[src/rtl/imm_narrow_serializer_pkg.sv]
// Shared types and constants for the 16-to-8 immediate narrowing path.
// PAD_BYTE_DEF is also used by the 8-to-16 extender, so both ends agree on padding.
package imm_narrow_serializer_pkg;

    localparam int BYTE_W = 8;
    localparam int WORD_W = 16;

    localparam logic [BYTE_W-1:0] PAD_BYTE_DEF = 8'hFF;

    typedef enum logic [1:0] {
        IDLE = 2'd0,
        LO   = 2'd1,
        HI   = 2'd2
    } state_t;

endpackage

[src/rtl/imm_narrow_serializer_sat_counter.sv]
// Event counter that sticks at all-ones instead of wrapping.
module sat_counter #(
    parameter int CNT_W = 16
) (
    input  logic             clk,
    input  logic             reset,
    input  logic             inc,
    output logic [CNT_W-1:0] count
);

    always_ff @(posedge clk) begin
        if (reset) begin
            count <= '0;
        end else if (inc && (count != '1)) begin
            count <= count + 1'b1;
        end
    end

endmodule

[src/rtl/imm_narrow_serializer.sv]
// Narrows 16-bit words to a byte stream, low byte first.
// Words whose upper byte is the pad pattern go out as one short byte.
module imm_narrow_serializer
    import imm_narrow_serializer_pkg::*;
#(
    parameter logic [BYTE_W-1:0] PAD_BYTE    = PAD_BYTE_DEF,
    parameter bit                ALLOW_SHORT = 1'b1,
    parameter int                CNT_W       = 16
) (
    input  logic              clk,
    input  logic              reset,
    input  logic              in_valid,
    output logic              in_ready,
    input  logic [WORD_W-1:0] in_word,
    output logic              out_valid,
    input  logic              out_ready,
    output logic [BYTE_W-1:0] out_byte,
    output logic              out_last,
    output logic              out_short,
    output logic [CNT_W-1:0]  word_count,
    output logic [CNT_W-1:0]  short_count
);

    state_t            state;
    state_t            state_n;
    logic [WORD_W-1:0] word;
    logic              short_q;
    logic              short_in;
    logic              accept;
    logic              done;

    assign short_in = ALLOW_SHORT &&
                      (in_word[WORD_W-1:BYTE_W] == PAD_BYTE);
    assign accept   = in_valid & in_ready;

    always_ff @(posedge clk) begin
        if (reset) begin
            state   <= IDLE;
            word    <= '0;
            short_q <= 1'b0;
        end else begin
            state <= state_n;
            if (accept) begin
                word    <= in_word;
                short_q <= short_in;
            end
        end
    end

    always_comb begin
        state_n   = state;
        in_ready  = 1'b0;
        out_valid = 1'b0;
        out_byte  = '0;
        out_last  = 1'b0;
        out_short = 1'b0;
        done      = 1'b0;
        unique case (state)
            IDLE: begin
                in_ready = 1'b1;
                if (in_valid) state_n = LO;
            end
            LO: begin
                out_valid = 1'b1;
                out_byte  = word[BYTE_W-1:0];
                out_short = short_q;
                out_last  = short_q;
                if (out_ready) begin
                    if (short_q) done = 1'b1;
                    else         state_n = HI;
                end
            end
            HI: begin
                out_valid = 1'b1;
                out_byte  = word[WORD_W-1:BYTE_W];
                out_last  = 1'b1;
                if (out_ready) done = 1'b1;
            end
            default: state_n = IDLE;
        endcase
        // Completing cycle passes out_ready straight through: no bubble.
        if (done) begin
            in_ready = out_ready;
            state_n  = in_valid ? LO : IDLE;
        end
    end

    sat_counter #(.CNT_W(CNT_W)) u_word_cnt (
        .clk   (clk),
        .reset (reset),
        .inc   (accept),
        .count (word_count)
    );

    sat_counter #(.CNT_W(CNT_W)) u_short_cnt (
        .clk   (clk),
        .reset (reset),
        .inc   (accept & short_in),
        .count (short_count)
    );

endmodule
[config.mk]
export PLATFORM = sky130hd
export DESIGN_NAME = imm_narrow_serializer
export DESIGN_NICKNAME = d
export VERILOG_FILES = /design/src/rtl/imm_narrow_serializer_pkg.sv /design/src/rtl/imm_narrow_serializer_sat_counter.sv /design/src/rtl/imm_narrow_serializer.sv
export SDC_FILE = /design/constraint.sdc
export NUM_CORES = 1
export LEC_CHECK = 0
export ABC_CLOCK_PERIOD_IN_PS = 1900
export BUFFER_PORTS_ARGS = -buffer_cell sky130_fd_sc_hd__buf_2
export CAP_MARGIN = 30
export CELL_PAD_IN_SITES_DETAIL_PLACEMENT = 1
export CELL_PAD_IN_SITES_GLOBAL_PLACEMENT = 1
export CORE_MARGIN = 3
export CORE_UTILIZATION = 35
export DETAILED_ROUTE_END_ITERATION = 16
export PLACE_DENSITY_LB_ADDON = 0.1
export REMOVE_ABC_BUFFERS = 1
export SYNTH_ARGS = -nofsm -noshare
export SYNTH_HDL_FRONTEND = slang
export SYNTH_SLANG_ARGS = --single-unit
export TNS_END_PERCENT = 30
[constraint.sdc]
create_clock -name clk -period 1.9 [get_ports clk]
set_input_delay 0.38 -clock clk [delete_from_list [all_inputs] [get_ports clk]]
set_output_delay 0.38 -clock clk [all_outputs]
set_load 0.005 [all_outputs]
==> results.toml <==
[power_and_ir_drop]
p_leak_nw = 1.59
total_power_mw = 2.70
p_per_area_mw_per_mm2 = 706
vdd_drop_max_mv = 0.451

[critical_path]
crit_path_max_fanout = 3
path_class = "register to output port"
cp-start-kind = "register"
endpoint_kind = "output port"
cp.required_ns = 1.52
worstPathArrival_ns = 1.59

[sta]
slew_headroom_pct = 54.3
setup_viol = 12
worst_pin_slew_ns = 0.675
maxSlewViolCount = 0
setup_ws_ns = -0.0716
rsz0062_at_grt = "true"
fin_crit_sh_pct = 104
period_needed_ns = 1.97
max_freq_mhz = 507
hold_violations = 0
skew_ns = 0.00335

[clock_network]
clock-sinks = 51
cts_buffers = 5
cts_tree = "yes"
cts_htree_levels = 2
clock_latency_ns = 0.31
cts_root_buf = "clkbuf_8"
clkTransAtPathRegs_ns = 0.09
postCtsHoldBufs = 0
cts.path.max_buffers = 2

[synthesis]
ys_ff_latch = 51
syn_area_per_cell_sq_um = 8.22
synth_area_sq_mm = 0.00254
synthArstFlopShare_pct = 0
yosysMostFrequentCell = "dfxtp_1"
yosys_warnings = 0
yosysUniqueCellTypes = 48
syn_inst = 309
synth_area_leaders = "dfxtp_1 40%, nand2_1 6.7%, a21oi_1 5.5%"
ys_seq_area_share_pct = 40.2
netlist_top_cells_count = "51 x dfxtp_1, 45 x nand2_1, 28 x a21oi_1, 28 x nor2_1, 13 x nand4_1"
synth_flop_cell = "dfxtp_1"
synth_top_area_share_pct = 40.2
synth_largest_area_cell = "dfxtp_1"
synth_edf_count = 0

[global_routing]
grt_pass1_vias = 2939
grt_max_degree = 25
grt_pass1_wl_mm = 13.9
grt_use_total_pct = 20.3
grt_overflow = 0
antenna_found_initial = 0

[floorplan]
die_x_um = 91.2
pin_count = 64
rows = 30
die_area_sq_mm = 0.00831
core-area_sq_mm = 0.00691
start_util_pct = 36.8
die_height_um = 91.2

[job]
drv_cap = 0

[place]
port_buffers = 63
gp_routability_congestion = 0.766
dpl.cell_count = 507
dp_hpwl_mm = 6.11

[routing]
drt_iter0_markers = 57
wl_per_cell_um = 16.1
dr.pass1.iters = 4
antenna_left = 0
via_per_inst = 5.25
routed_wl_mm = 8.51
drc = 0
vias = 2768

[run_status]
violations = "setup timing"
status = "finished, violations left"

[layout]
drive_gt1_share_pct = 43.6
fin_util_pct = 55.4
nets = 455
finalNonFillerCells = 527
area_delta_synth_final_pct = 50.7
antennaDiodeCount = 0

[hold_path]
hold_class = "input pin to register"
## per-stage QoR
stage	cell area (sq um)	hold slack, ns	TNS [ns]	worst slack, ns
detailed placement	3330	0.447	-2.21	-0.260
global route	3820	0.301	-2.57	-0.158
global placement	3330	0.435	-0.535	-0.0838
floorplan	2460	0.425	-15.21	-0.802
finish	3820	0.302	-0.442	-0.0716
CTS	3620	0.299	-0.363	-0.0481
## path summary, 6_finish.rpt
path	start	slack, ns	endpoint	cells after the start
setup / recovery	state[1]	-0.07	in_ready	8
hold / removal	in_word[3]	0.30	word[3]	3
hold reg to reg	word[10]	0.47	word[10]	2
setup reg to reg	state[0]	-0.06	u_short_cnt.count[6]	8
## power breakdown
part / switching (mW) / internal (mW)
combinational: 0.451 / 0.437
clock: 0.372 / 0.260
sequential: 0.0476 / 1.14
## area by class of cell
class | instances | area [sq um]
fillers | 874 | 3080
multi-input cells | 233 | 1670
flip-flops and latches | 51 | 1020
repair buffers | 131 | 901
well taps | 96 | 120
clock buffers | 7 | 76.3
inverters | 8 | 30.0
clock inverters | 1 | 5.00
## metal layers
| layer | up-vias | global-route usage, % | share of wire, % |
|---|---|---|---|
| met5 | - | 0 | 0 |
| met1 | 1355 | 24.6 | 44 |
| met3 | 13 | 4.23 | 3.3 |
| met4 | 0 | 7.66 | 1.6 |
| li1 | 1348 | - | - |
| met2 | 52 | 35.2 | 51 |
## flip-flops by register name, indices dropped and copies added, names as in the netlist
register and cells:
short_q 1, state 2, u_short_cnt.count 16, u_word_cnt.count 16, word 16
## critical path, cell delays in order (launching register included)
cell,delay (ns)
dfxtp_2,0.35
inv_2,0.05
buf_6,0.12
ha_4,0.17
a21oi_4,0.14
buf_6,0.14
nor2b_4,0.04
a21o_1,0.15
buf_2,0.12
## placed cells by master (no fill, tap or decap), types with 4 or more instances in the layout
master and count:
a22oi_2 8, a21oi_1 23, nand2_1 45, nor2_1 28, dfxtp_1 49, xor2_1 5, or4_4 4, nand3_1 9
nand4_1 13, clkbuf_8 5, xnor2_1 6, buf_2 63, nor2b_1 11, nor3_1 4, o31ai_1 5, buf_4 55
or4_1 4, inv_1 6, nor3_2 5, a21oi_2 5, buf_6 10
## what timing repair did
| action | 4_1_cts | 5_1_grt |
|---|---|---|
| setup endpoints to repair | 32 | 35 |
| gates resized for setup | 34 | 32 |
| setup buffers | 6 | 6 |
| pin swaps | 11 | 14 |
| cloned | 0 | 0 |
## logic make-up (layout without fill, tap and decap cells)
kind of cell / Yosys count / after routing / share of synthesized area [%]
AO/OA/AOI/OAI: 62 / 62 / 15.8
buffers and inverters: 25 / 147 / 4.44
XOR/XNOR: 11 / 11 / 3.79
multiplexers: 6 / 6 / 2.56
flip-flops: 51 / 51 / 40.2
adder cells (fa/ha/maj): 5 / 5 / 2.46
AND/OR/NAND/NOR: 149 / 149 / 30.8
No activity file was read; power rests on OpenSTA's default activity.
